<file path="config.mk">
export PLATFORM = sky130hd
export DESIGN_NAME = data_mem_arbiter
export DESIGN_NICKNAME = d
export VERILOG_FILES = /design/src/rtl/data_mem_arbiter.sv
export SDC_FILE = /design/constraint.sdc
export NUM_CORES = 1
export LEC_CHECK = 0
export ABC_AREA = 1
export BUFFER_PORTS_ARGS = -buffer_cell sky130_fd_sc_hd__buf_2
export CAP_MARGIN = 20
export CORE_AREA = 2 2 112 114
export DETAILED_ROUTE_END_ITERATION = 6
export DIE_AREA = 0 0 114 116
export PLACE_DENSITY_LB_ADDON = 0.12
export SYNTH_ARGS = -nofsm -noshare
export SYNTH_HDL_FRONTEND = slang
export SYNTH_SLANG_ARGS = --single-unit
export TNS_END_PERCENT = 100
</file>
<file path="constraint.sdc">
create_clock -name clk -period 3.4 [get_ports clk]
set_input_delay 0.17 -clock clk [delete_from_list [all_inputs] [get_ports clk]]
set_output_delay 0.17 -clock clk [all_outputs]
set_load 0.01 [all_outputs]
</file>
<file path="src/rtl/data_mem_arbiter.sv">
// ---------------------------------------------------------------------------
// data_mem_arbiter
//
// Round-robin arbiter and access sequencer placed in front of the single-port
// data memory. Port 0 is the CPU load/store unit; port 1 is the program
// loader/debug port. Every access runs through IDLE -> ACCESS -> RESP.
// Misaligned word accesses skip ACCESS, so the memory is never touched.
//
// Ports:
//   clk, rst               clock; asynchronous active-high reset
//   mN_req                 request, held high by the requester until mN_ack
//   mN_we                  1 = store, 0 = load
//   mN_addr, mN_wdata      byte address and store data, sampled at grant
//   mN_ack                 one-cycle completion pulse
//   mN_err                 misaligned-address flag, valid with mN_ack
//   mN_rdata               last load data captured for port N
//   MemRead, MemWrite      memory strobes, asserted only in ACCESS
//   mem_addr, mem_wdata    memory address and write data (latched request)
//   mem_rdata              combinational memory read data
//   busy                   high whenever the sequencer is not in IDLE
// ---------------------------------------------------------------------------
module data_mem_arbiter #(
    parameter int ADDR_W = 6,
    parameter int DATA_W = 32
) (
    input  logic              clk,
    input  logic              rst,

    input  logic              m0_req,
    input  logic              m0_we,
    input  logic [ADDR_W-1:0] m0_addr,
    input  logic [DATA_W-1:0] m0_wdata,
    output logic              m0_ack,
    output logic              m0_err,
    output logic [DATA_W-1:0] m0_rdata,

    input  logic              m1_req,
    input  logic              m1_we,
    input  logic [ADDR_W-1:0] m1_addr,
    input  logic [DATA_W-1:0] m1_wdata,
    output logic              m1_ack,
    output logic              m1_err,
    output logic [DATA_W-1:0] m1_rdata,

    output logic              MemRead,
    output logic              MemWrite,
    output logic [ADDR_W-1:0] mem_addr,
    output logic [DATA_W-1:0] mem_wdata,
    input  logic [DATA_W-1:0] mem_rdata,
    output logic              busy
);

    typedef enum logic [1:0] {
        IDLE   = 2'd0,
        ACCESS = 2'd1,
        RESP   = 2'd2
    } state_t;

    state_t state_q, state_d;

    // Transaction latched at grant; later input changes are ignored.
    logic              owner_q;
    logic              we_q;
    logic              err_q;
    logic [ADDR_W-1:0] addr_q;
    logic [DATA_W-1:0] wdata_q;

    // Port that won the previous grant; the other port wins a tie.
    logic              last_owner_q;

    logic [DATA_W-1:0] rdata0_q;
    logic [DATA_W-1:0] rdata1_q;

    // Arbitration for the current IDLE cycle.
    logic              grant;
    logic              grant_port;
    logic              sel_we;
    logic [ADDR_W-1:0] sel_addr;
    logic [DATA_W-1:0] sel_wdata;
    logic              sel_misaligned;

    always_comb begin
        grant = m0_req | m1_req;
        if (m0_req && m1_req) begin
            grant_port = ~last_owner_q;
        end else begin
            // A lone m1 request selects 1; a lone m0 request (or none) selects 0.
            grant_port = m1_req;
        end
    end

    assign sel_we         = grant_port ? m1_we    : m0_we;
    assign sel_addr       = grant_port ? m1_addr  : m0_addr;
    assign sel_wdata      = grant_port ? m1_wdata : m0_wdata;
    assign sel_misaligned = |sel_addr[1:0];

    // State register.
    // NOTE: clocked state uses non-blocking assignments so every register
    // samples the pre-edge values regardless of block ordering.
    always_ff @(posedge clk or posedge rst) begin
        if (rst) begin
            state_q <= IDLE;
        end else begin
            state_q <= state_d;
        end
    end

    // Next-state and strobe/handshake decode; all outputs depend on state only,
    // so reset drops them immediately without waiting for a clock edge.
    // NOTE: every output gets a default before the case so no path leaves a
    // signal unassigned, which would otherwise infer a latch.
    always_comb begin
        state_d  = state_q;
        MemRead  = 1'b0;
        MemWrite = 1'b0;
        m0_ack   = 1'b0;
        m0_err   = 1'b0;
        m1_ack   = 1'b0;
        m1_err   = 1'b0;
        case (state_q)
            IDLE: begin
                if (grant) begin
                    state_d = sel_misaligned ? RESP : ACCESS;
                end
            end
            ACCESS: begin
                MemRead  = ~we_q;
                MemWrite = we_q;
                state_d  = RESP;
            end
            RESP: begin
                m0_ack  = ~owner_q;
                m0_err  = ~owner_q & err_q;
                m1_ack  = owner_q;
                m1_err  = owner_q & err_q;
                state_d = IDLE;
            end
            default: begin
                state_d = IDLE;
            end
        endcase
    end

    // Request latch, round-robin history and per-port load data.
    always_ff @(posedge clk or posedge rst) begin
        if (rst) begin
            owner_q      <= 1'b0;
            we_q         <= 1'b0;
            err_q        <= 1'b0;
            addr_q       <= '0;
            wdata_q      <= '0;
            last_owner_q <= 1'b1;
            rdata0_q     <= '0;
            rdata1_q     <= '0;
        end else begin
            if (state_q == IDLE && grant) begin
                owner_q      <= grant_port;
                we_q         <= sel_we;
                err_q        <= sel_misaligned;
                addr_q       <= sel_addr;
                wdata_q      <= sel_wdata;
                last_owner_q <= grant_port;
            end
            // Loads capture at the end of ACCESS; stores and errors leave
            // the owner's rdata untouched.
            if (state_q == ACCESS && !we_q) begin
                if (owner_q) begin
                    rdata1_q <= mem_rdata;
                end else begin
                    rdata0_q <= mem_rdata;
                end
            end
        end
    end

    assign mem_addr  = addr_q;
    assign mem_wdata = wdata_q;
    assign m0_rdata  = rdata0_q;
    assign m1_rdata  = rdata1_q;
    assign busy      = (state_q != IDLE);

endmodule

</file>
Yosys cells after proc, flatten, opt, wreduce, memory -nomap -nowiden:

Index checks and enable logic that the tools add are counted.

* reductions and logical operators: 9
* bitwise logic cells: 6
* muxes and demuxes: 13
* equal/unequal tests: 3

Operators by type and width (number)
* $mux 32: 1
* $mux 1: 8
* $mux 6: 1
* $mux 2: 2
* $pmux 2 s2: 1
* $reduce_and 2->1: 2
* $logic_and 1x1->1: 3
* $not 1->1: 3
* $and 1x1->1: 2
* $eq 2x1->1 const B: 1
* $eq 2x2->1 const B: 1
* $logic_not 2->1: 1
* $ne 2x2->1 const B: 1
* $reduce_bool 2->1: 1
* $reduce_or 2->1: 1
* $logic_not 1->1: 1
* $or 1x1->1: 1

* bits in registers: 108
* input port bits: 114
* word-level logic and storage cells: 40

Logic depth before layout (Yosys ltp):

Gate-level depths: netlist of the first run.

* depth after elaboration: 7
* gate-level depth with buffers: 8
* mapped depth without buffers: 7

Least setup slack after synthesis of the first run:

No wires, ideal clock.

* kind: flip-flop to flip-flop
* start point: reg last_owner_q
* end point: reg wdata_q[10], in the netlist mem_wdata[10]
* data required time: 3276 ps
* path buffers: 2
* slack: 2145 ps
* arrival: 1131 ps
* stages on the path, launching flop included: 8
* cell sequence: dfstp_2 -> nand2_1 -> nand2_2 -> buf_6 -> buf_4 -> nand2_1 -> o211ai_1 -> nand2_1

* word-level cells in the longest chain between the ends: 3

Ends and longest elaborated chain
* from (decl): RTL line 69 `logic last_owner_q;`
* from (signal assigned): RTL line 162 `last_owner_q <= grant_port;`
* $not 1->1: RTL line 85 `grant_port = ~last_owner_q;`
* $mux 1: RTL line 84 `if (m0_req && m1_req) begin`
* $mux 32: RTL line 94 `assign sel_wdata = grant_port ? m1_wdata : m0_wdata;`
* to (signal assigned): RTL line 161 `wdata_q <= sel_wdata;`
* to (decl): RTL line 66 `logic [DATA_W-1:0] wdata_q;`

Every way passes these cells.
A chain may end at the register's enable or synchronous reset.

Final worst setup path of the first run:

* start point: reg last_owner_q
* end point: reg wdata_q[12], in the netlist mem_wdata[12]

Same word-level chain as after synthesis.

==> impl_results.md, run 1 <==
* Final setup TNS at 0 ns
* Slowest stage delay, CP at 0.53 ns
* Hold_buf cts at 0
* Simple-gate share of the synthesized area at 18.0%
* Fmax at 544 MHz
* Ys Warns at 0
* Leakage Power at 3.54 nW
* Setup violations, final at 0
* Worst-margin pin slew at 0.928 ns
* CP required at 3.63 ns
* # H-tree levels at 3
* IO Port Bufs at 222
* Root buffer cell: clkbuf_16
* Most Frequent Cell on Critical Path: nand2_1
* Post-Synthesis Net Count at 643
* Adder-Cell Fraction of Synth Area at 0%
* CP bufs+invs at 1
* Fraction of layout cells with a size suffix above 1 at 34.0%
* CP Cell Sequence: nand2_1 > nand2_2 > buf_4 > nand2_1 > o211ai_1 > nand2_1
* Clock sinks at 108
* Cell Area, Synth at 4720 um^2
* Slowest CP cell: dfstp_2
* Clock period minus worst slack at 1.84 ns
* DRC viols at 0
* Worst r2r path cells at 6
* Core box area at 11900 um^2
* P per Cell Area at 885 nW/um^2
* Post-Route WL at 11700 um
* RD Place Congestion at 0.830
* Worst-path maximum fanout at 60
* Vias in the first global route at 3957
* Num CTS Buffers at 9
* Fin nets at 851
* Rel. slew slack at 38.1%
* Post-route ant nets at 0
* Slew Limit Fails at 0
* Footprint of the multi-input gates at 1470 um^2
* Peak supply drop at 0.301 mV
* Vias at 4093
* Die height at 116 um
* Drt wl/cell at 13.1 um
* CTS tree: built
* FP Rows at 40
* Later-pin clock latency in the skew report at 0.35 ns
* Seq/Total Area, Yosys at 57.3%
* Final Skew at 0.00747 ns
* Outcome: finished clean
* Hold Vio Cnt, Final at 0
* Post-CTS Resized at 0
* Largest net degree at the start of global routing at 78
* Initial Utilization at 39.6%
* Largest family of logic cells by synthesized area: simple AND/OR/NAND/NOR gates
* MaxCap Viol Count at 0
* Part of the cycle the worst path needs at 54.0%
* Fillers at 1158
* Post-synthesis compound-gate area fraction at 13.1%
* Initial antenna violation count at 1
* Class of the most critical hold timing path: primary input to async pin
* Multiplexer share of the synthesized area at 0%
* Register Area at 2700 um^2
* CP Class: flip-flop to flip-flop
* Gr ovfl total at 0
* Io pins at 223
* Avg Inst Size Synth at 8.93 um^2
* Crit start category: flip-flop
* # diodes at 0
* Most common cell after layout, fill and taps aside: buf_2
* Post-Synth XOR/XNOR Area at 0%
* CP arrival at 2.07 ns
* GR Util All Layers at 17.7%
* Dpl hpwl at 8280 um
* Max Buffers Root-to-Sink at 2
* Number of library cell types mapped by synthesis at 22
* Worst-path clk slew at 0.07 ns
* Area grow syn2layout at 29.9%
* Post-CTS Setup Bufs at 0
* Final Power at 0.00543 W
* DRT Pass-1 Iters at 4
* CP endpoint kind: flip-flop
* RSZ-0062 raised after global routing: false
* Top delay family on crit path: simple AND/OR/NAND/NOR gates
* Stages on the worst setup path at 6
* Vias per cell at 4.60
* Cells after Synth at 529
* First-pass GRT wire length at 18500 um
* Initial DRC Count at 236
* DIE WIDTH at 114 um
* Die area at 13200 um^2
* Flops & latches, synth at 108
* Most frequent cells in the layout: buf_2 (222), nand2_1 (190), dfrtp_1 (107)
## cells in the mapped netlist
cell	instances	area, um^2
o211ai_1	36	270
nor2_8	1	20.0
nand3_1	2	10.0
nor3_1	2	10.0
o22ai_2	1	12.5
clkbuf_2	2	10.0
nor2_2	1	6.26
nand3_4	2	35.0
nand2_2	2	12.5
nor2_1	7	26.3
inv_1	79	297
inv_4	1	6.26
o21ai_1	27	135
dfrtp_1	107	2680
dfstp_2	1	26.3
o21ai_0	40	200
buf_4	7	52.6
nand3b_1	1	7.51
nand2_1	190	713
buf_2	5	25.0
buf_6	14	158
nor2_4	1	11.3
## sequential cells by signal, summed over array words and instances, names as in the netlist
| signal | cells |
|---|---|
| err_q | 1 |
| last_owner_q | 1 |
| m0_rdata | 32 |
| m1_rdata | 32 |
| mem_addr | 6 |
| mem_wdata | 32 |
| owner_q | 1 |
| state_q | 2 |
| we_q | 1 |
## area by class of cell
type	count	area share, %
timing repair buffer	225	18.5
clock inverter	5	1.35
clock buffer	11	4.12
multi-input combinational	313	24.0
tap	147	3.00
sequential	108	44.1
inverter	80	4.98
## cells by family (layout without fill, tap and decap cells)
logic type | Yosys count | after routing
flip-flops | 108 | 108
AND/OR/NAND/NOR | 209 | 209
buffers and inverters | 108 | 321
AO/OA/AOI/OAI | 104 | 104
## stage by stage
step | hold slack (ns) | utilization (%) | setup WS (ns) | area, um^2 | instances
after detailed placement | 0.428 | 48.7 | 1.55 | 5800 | 873
after global routing | 0.0677 | 51.5 | 1.36 | 6130 | 889
after global placement | 0.422 | 48.7 | 1.62 | 5800 | 873
after floorplan | 0.293 | - | 0.386 | 4720 | 529
final | 0.0356 | 51.5 | 1.56 | 6130 | 889
after CTS | 0.0603 | 51.5 | 1.55 | 6130 | 889
## power by group
| part | switching (W) | internal (W) |
|---|---|---|
| Clock | 0.000474 | 0.000689 |
| Combinational | 0.00119 | 0.000820 |
| Sequential | 0.000330 | 0.00193 |
## worst register-to-register path, cell delays in order (launching register included)
cell and delay, ns:
dfstp_2 0.53, nand2_1 0.10, nand2_2 0.25, buf_4 0.53, nand2_1 0.14, o211ai_1 0.11
nand2_1 0.07
## layer usage
layer | vias to the layer above | share of wire [%] | global-route usage (%)
met4 | 2 | 1.7 | 7.15
li1 | 2068 | - | -
met2 | 152 | 47 | 28.5
met5 | - | 0.11 | 0
met1 | 1854 | 43 | 22.6
met3 | 17 | 8.2 | 5.33
## worst paths after layout
check	from	end	slack, ns
min in group clk	mem_rdata[4]	m0_rdata[4]	0.07
max	last_owner_q	mem_wdata[12]	1.56
min	rst	mem_wdata[6]	0.04
max in group asynchronous	rst	m1_rdata[22]	2.54
min reg2reg	last_owner_q	last_owner_q	0.48
max reg2reg	last_owner_q	mem_wdata[12]	1.56
No activity file was read; power rests on OpenSTA's default activity.
==> inputs of run 2 (changes only) <==
Clock period 3.4 ns to 1.7 ns, I/O delays scaled along.
==> impl_results.md, run 2 (synthesized netlist as in run 1, its figures left out) <==
* Die height at 116 um (unchanged)
* Final setup TNS at 0 ns (unchanged)
* Leakage Power at 3.74 nW (was 3.54 nW)
* Vias in the first global route at 4142 (was 3957)
* Placed Cells at 878 (was 873)
* Top delay family on crit path: flip-flops (was simple AND/OR/NAND/NOR gates)
* Dpl hpwl at 8330 um (was 8280 um)
* Fin nets at 896 (was 851)
* Area grow syn2layout at 39.7% (was 29.9%)
* Net Sw Frac at 36.6% (was 36.7%)
* Most common cell after layout, fill and taps aside: buf_2 (unchanged)
* # diodes at 0 (unchanged)
* Psw at 0.00400 W (was 0.00199 W)
* Vias per cell at 4.57 (was 4.60)
* Root buffer cell: clkbuf_16 (unchanged)
* Largest net degree at the start of global routing at 67 (was 78)
* Final Skew at 0.00278 ns (was 0.00747 ns)
* Worst-path clk slew at 0.07 ns (about the same)
* Peak supply drop at 0.659 mV (was 0.301 mV)
* Crit start category: flip-flop (unchanged)
* Clock sinks at 108 (unchanged)
* Vias at 4271 (was 4093)
* Rel. slew slack at 62.6% (was 38.1%)
* Sequential power share at 41.6% (about the same)
* Class of the most critical hold timing path: primary input to flip-flop (was primary input to async pin)
* DRT Pass-1 Iters at 4 (unchanged)
* Max Buffers Root-to-Sink at 2 (unchanged)
* Fillers at 1137 (was 1158)
* # H-tree levels at 3 (unchanged)
* Fraction of layout cells with a size suffix above 1 at 32.7% (was 34.0%)
* CTS tree: built (unchanged)
* Part of the cycle the worst path needs at 86.2% (was 54.0%)
* Worst r2r path cells at 6 (unchanged)
* CP bufs+invs at 1 (unchanged)
* FP Rows at 40 (unchanged)
* Core box area at 11900 um^2 (unchanged)
* MaxCap Viol Count at 0 (unchanged)
* Hold Path End: mem_wdata[26]
* Hold Path Origin: m1_wdata[26]
* Comb pwr share at 37.9% (was 37.0%)
* Num CTS Buffers at 9 (unchanged)
* Later-pin clock latency in the skew report at 0.34 ns (was 0.35 ns)
* RSZ-0062 raised after global routing: false (unchanged)
* Initial antenna violation count at 0 (was 1)
* Critical R2R Launch: last_owner_q (unchanged)
* CP Cell Sequence: nand2_1 > nand2_2 > buf_4 > nand2_1 > o211ai_1 > nand2_1 (unchanged)
* CP endpoint kind: flip-flop (unchanged)
* DIE WIDTH at 114 um (unchanged)
* CP Class: flip-flop to flip-flop (unchanged)
* Final Instance Area at 6600 um^2 (was 6130 um^2)
* Gr ovfl total at 0 (unchanged)
* Setup slack, reg-to-reg at 0.24 ns (was 1.56 ns)
* Hold Vio Cnt, Final at 0 (unchanged)
* Worst-path maximum fanout at 32 (was 60)
* Initial DRC Count at 239 (was 236)
* DRC viols at 0 (unchanged)
* First-pass GRT wire length at 19000 um (was 18500 um)
* P per Cell Area at 1660 nW/um^2 (was 885 nW/um^2)
* Worst hold path depth at 3
* Clock period minus worst slack at 1.46 ns (was 1.84 ns)
* Slew Limit Fails at 0 (unchanged)
* Non-filler cells, final at 934 (was 889)
* GR Util All Layers at 18.1% (was 17.7%)
* IO Port Bufs at 222 (unchanged)
* CP required at 1.93 ns (was 3.63 ns)
* Post-Route WL at 11800 um (was 11700 um)
* Initial Utilization at 39.6% (unchanged)
* Internal power at 0.00694 W (was 0.00344 W)
* Outcome: finished clean (unchanged)
* Die area at 13200 um^2 (unchanged)
* Reg-to-Reg End: mem_wdata[25] (was mem_wdata[12])
* Fmax at 683 MHz (was 544 MHz)
* Drt wl/cell at 12.6 um (was 13.1 um)
* Post-route ant nets at 0 (unchanged)
* Slowest CP cell: dfstp_2 (unchanged)
* Slowest stage delay, CP at 0.53 ns (about the same)
* Clock share of power at 20.5% (was 21.4%)
* CP arrival at 1.69 ns (was 2.07 ns)
* Most Frequent Cell on Critical Path: nand2_1 (unchanged)
* Most frequent cells in the layout: buf_2 (222), nand2_1 (190), dfrtp_1 (107) (unchanged)
* RD Place Congestion at 0.762 (was 0.830)
* Placed inst area at 5870 um^2 (was 5800 um^2)
* Worst-margin pin slew at 0.560 ns (was 0.928 ns)
* Io pins at 223 (unchanged)
* Setup violations, final at 0 (unchanged)
[run 2: layer usage]
layer	up-vias	global-route usage (%)	share of wire [%]
met5	-	0	0
met4	0	7.24	1.8
met3	16	4.45	7.3
met2	147	31.1	49
met1	1946	21.9	42
li1	2162	-	-
[run 2: area by class of cell]
class	count	area, um^2	area share (%)
Inverter	80	307	4.65
Clock inverter	6	86.3	1.31
Timing Repair Buffer	270	1610	24.4
Tap cell	147	184	2.79
Multi-Input combinational cell	313	1470	22.3
Clock buffer	10	239	3.62
Sequential cell	108	2700	41.0
[run 2: tightest hold or removal path: cells and delay by family]
| kind | cells | cell delay, ns |
|---|---|---|
| AO/OA/AOI/OAI | 1 | 0.09 |
| buffers and inverters | 1 | 0.08 |
| AND/OR/NAND/NOR | 1 | 0.06 |
[run 2: metrics by stage]
stage	power (W)	setup WS, ns	hold slack (ns)	utilization, %
final	0.0109	0.235	0.00545	55.4
after global routing	0.0118	0.0794	0.000821	55.4
after CTS	0.0111	0.219	0.000166	55.4
after detailed placement	0.00870	0.231	0.228	49.3
after global placement	0.00861	0.305	0.225	49.3
after floorplan	0.00692	0.314	0.208	-
[run 2: power by group through the flow]
| stage | clock, W | combinational (W) | sequential (W) |
|---|---|---|---|
| floorplan | 0 | 0.00177 | 0.00515 |
| global route | 0.00241 | 0.00468 | 0.00471 |
| CTS | 0.00231 | 0.00420 | 0.00455 |
| finish | 0.00224 | 0.00414 | 0.00455 |
| global placement | 0 | 0.00405 | 0.00456 |
| detailed placement | 0 | 0.00413 | 0.00457 |
[run 2: worst max-delay path by stage]
stage | startpoint | to | slack (ns) | cells after the start
4_1_cts | state_q[0] | m1_err | 0.22 | 4
3_5_place_dp | last_owner_q | mem_wdata[25] | 0.23 | 6
2_1_floorplan | rst | err_q | 0.31 | 1
5_1_grt | state_q[0] | m1_err | 0.08 | 4
6_report | last_owner_q | mem_wdata[25] | 0.24 | 6
3_3_place_gp | last_owner_q | mem_wdata[20] | 0.31 | 6
[run 2: what timing repair did]
item,in CTS,in global routing
setup endpoints to repair,0,0
hold buffers,40,0
endpoints found under the hold margin,147,0
resized for setup,0,0
setup buffers,0,0
==> inputs of run 3 (changes only) <==
Settings changed: SETUP_SLACK_MARGIN set to 0.4.
==> impl_results.md, run 3 (synthesized netlist as in run 1, its figures left out) <==
* Outcome: finished clean (unchanged)
* Crit start category: flip-flop (unchanged)
* Class of the most critical hold timing path: primary input to flip-flop (unchanged)
* Vias per cell at 4.66 (was 4.57)
* Fin Hold WS at 0.00185 ns (was 0.00545 ns)
* Die height at 116 um (unchanged)
* Top routing layer used: met4 (unchanged)
* DIE WIDTH at 114 um (unchanged)
* Initial antenna violation count at 0 (unchanged)
* Drt wl/cell at 14.4 um (was 12.6 um)
* Root buffer cell: clkbuf_16 (unchanged)
* P per Cell Area at 1620 nW/um^2 (was 1660 nW/um^2)
* IO Port Bufs at 222 (unchanged)
* Die area at 13200 um^2 (unchanged)
* RD Place Congestion at 0.762 (unchanged)
* Fillers at 1067 (was 1137)
* Worst-path maximum fanout at 26 (was 32)
* Met2 Wirelength at 6970 um (was 5730 um)
* Leakage Power at 4.02 nW (was 3.74 nW)
* Gr ovfl total at 0 (unchanged)
* Met3 WL post-DR at 917 um (was 855 um)
* Worst-path clk slew at 0.07 ns (about the same)
* DRT Pass-1 Iters at 4 (unchanged)
* Dpl hpwl at 8330 um (unchanged)
* RSZ-0062 raised after global routing: true (was false)
* CP endpoint kind: flip-flop (unchanged)
* Slowest CP cell: dfrtp_2 (was dfstp_2)
* Clock period minus worst slack at 1.34 ns (was 1.46 ns)
* Area grow syn2layout at 52.4% (was 39.7%)
* Rel. slew slack at 64.7% (was 62.6%)
* Initial DRC Count at 181 (was 239)
* Post-Route WL at 13900 um (was 11800 um)
* DRC viols at 0 (unchanged)
* Slowest stage delay, CP at 0.45 ns (was 0.53 ns)
* CP Class: flip-flop to flip-flop (unchanged)
* Clock sinks at 108 (unchanged)
* Most common cell after layout, fill and taps aside: buf_2 (unchanged)
* Wl on met1 at 5710 um (was 4990 um)
* # H-tree levels at 3 (unchanged)
* Max Buffers Root-to-Sink at 2 (unchanged)
* CP required at 1.94 ns (was 1.93 ns)
* Largest net degree at the start of global routing at 67 (unchanged)
* CP arrival at 1.59 ns (was 1.69 ns)
* Most frequent cells in the layout: buf_2 (220), nand2_1 (184), dfrtp_1 (106) (was buf_2 (222), nand2_1 (190), dfrtp_1 (107))
* # diodes at 0 (unchanged)
* Vias in the first global route at 4253 (was 4142)
* Vias at 4495 (was 4271)
* MaxCap Viol Count at 0 (unchanged)
* CTS tree: built (unchanged)
* Final setup TNS at 0 ns (unchanged)
* Post-route ant nets at 0 (unchanged)
* Fraction of layout cells with a size suffix above 1 at 36.2% (was 32.7%)
* Part of the cycle the worst path needs at 79.1% (was 86.2%)
* Initial Utilization at 39.6% (unchanged)
* CP Cell Sequence: nor2_4 > buf_4 > nand3_4 > clkbuf_16 > o21ai_0 (was nand2_1 > nand2_2 > buf_4 > nand2_1 > o211ai_1 > nand2_1)
* Peak supply drop at 0.638 mV (was 0.659 mV)
* Final Power at 0.0116 W (was 0.0109 W)
* Setup violations, final at 0 (unchanged)
* Slew Limit Fails at 0 (unchanged)
* GR Util All Layers at 18.9% (was 18.1%)
* Worst-margin pin slew at 0.529 ns (was 0.560 ns)
* Core box area at 11900 um^2 (unchanged)
* Fmax at 744 MHz (was 683 MHz)
* Hold Vio Cnt, Final at 0 (unchanged)
* FP Rows at 40 (unchanged)
* Num CTS Buffers at 9 (unchanged)
* Io pins at 223 (unchanged)
* First-pass GRT wire length at 19800 um (was 19000 um)
* Final Skew at 0.00530 ns (was 0.00278 ns)
* Fin nets at 926 (was 896)
* Later-pin clock latency in the skew report at 0.34 ns (about the same)
run 3: cell count changes in the layout (fill, tap and decap cells not counted), moves of 5 or more:
| cell | before | now |
|---|---|---|
| buf_4 | 5 | 11 |
| clkbuf_16 | 9 | 18 |
| nand2_1 | 190 | 184 |
| o21ai_0 | 40 | 35 |
| o21ai_1 | 27 | 32 |
run 3: worst paths after layout:
path / slack (ns) / cells past startpoint / end / start
max: 0.36 / 5 / m0_rdata[14] / state_q[1]
min in group asynchronous: 0.41 / 4 / m0_rdata[24] / rst
min reg2reg: 0.48 / 2 / m1_rdata[17] / m1_rdata[17]
max in group asynchronous: 0.82 / 4 / state_q[1] / rst
max reg2reg: 0.36 / 5 / m0_rdata[14] / state_q[1]
min: 0.002 / 3 / m1_rdata[11] / mem_rdata[11]
run 3: timing repair:
item | CTS | global route
pin swaps | 4 | 8
hold endpoints to repair | 150 | 0
setup endpoints to repair | 106 | 82
resized for setup | 16 | 28
setup buffers | 5 | 8
cloned | 2 | 12
hold buffers | 43 | 0
run 3: per-stage QoR:
step	cell area [um^2]	util (%)	instances	setup slack (ns)
6_report	7200	60.4	964	0.356
5_1_grt	7200	60.4	964	0.265
4_1_cts	6790	57.0	944	0.324
3_5_place_dp	5870	49.3	878	0.231
3_3_place_gp	5870	49.3	878	0.305
2_1_floorplan	4730	-	529	0.314
run 3: worst max-delay path, delay by kind of cell, from the launching register on:
family / cells / cell delay (ns)
AO/OA/AOI/OAI: 1 / 0.22
buffers and inverters: 2 / 0.35
flip-flops: 1 / 0.45
AND/OR/NAND/NOR: 2 / 0.22
run 3: area by class of cell:
class,count,area [um^2],area share (%)
Sequential cell,108,2710,37.6
Timing Repair Buffer,298,2120,29.5
Multi-Input combinational cell,314,1530,21.3
Inverter,80,317,4.40
Clock buffer,10,239,3.32
Tap cell,147,184,2.56
Clock inverter,6,86.3,1.20
Timing Repair inverter,1,8.76,0.122
run 3: routing by layer:
metal  up-vias  track usage, %
met3        26            4.50
met1      2079            22.6
met4         0            7.97
met2       166            32.7
li1       2224               -
met5         -               0
run 3: power breakdown:
group          switching [W]  internal (W)
registers           0.000708       0.00386
clock network       0.000916       0.00133
logic                0.00266       0.00217
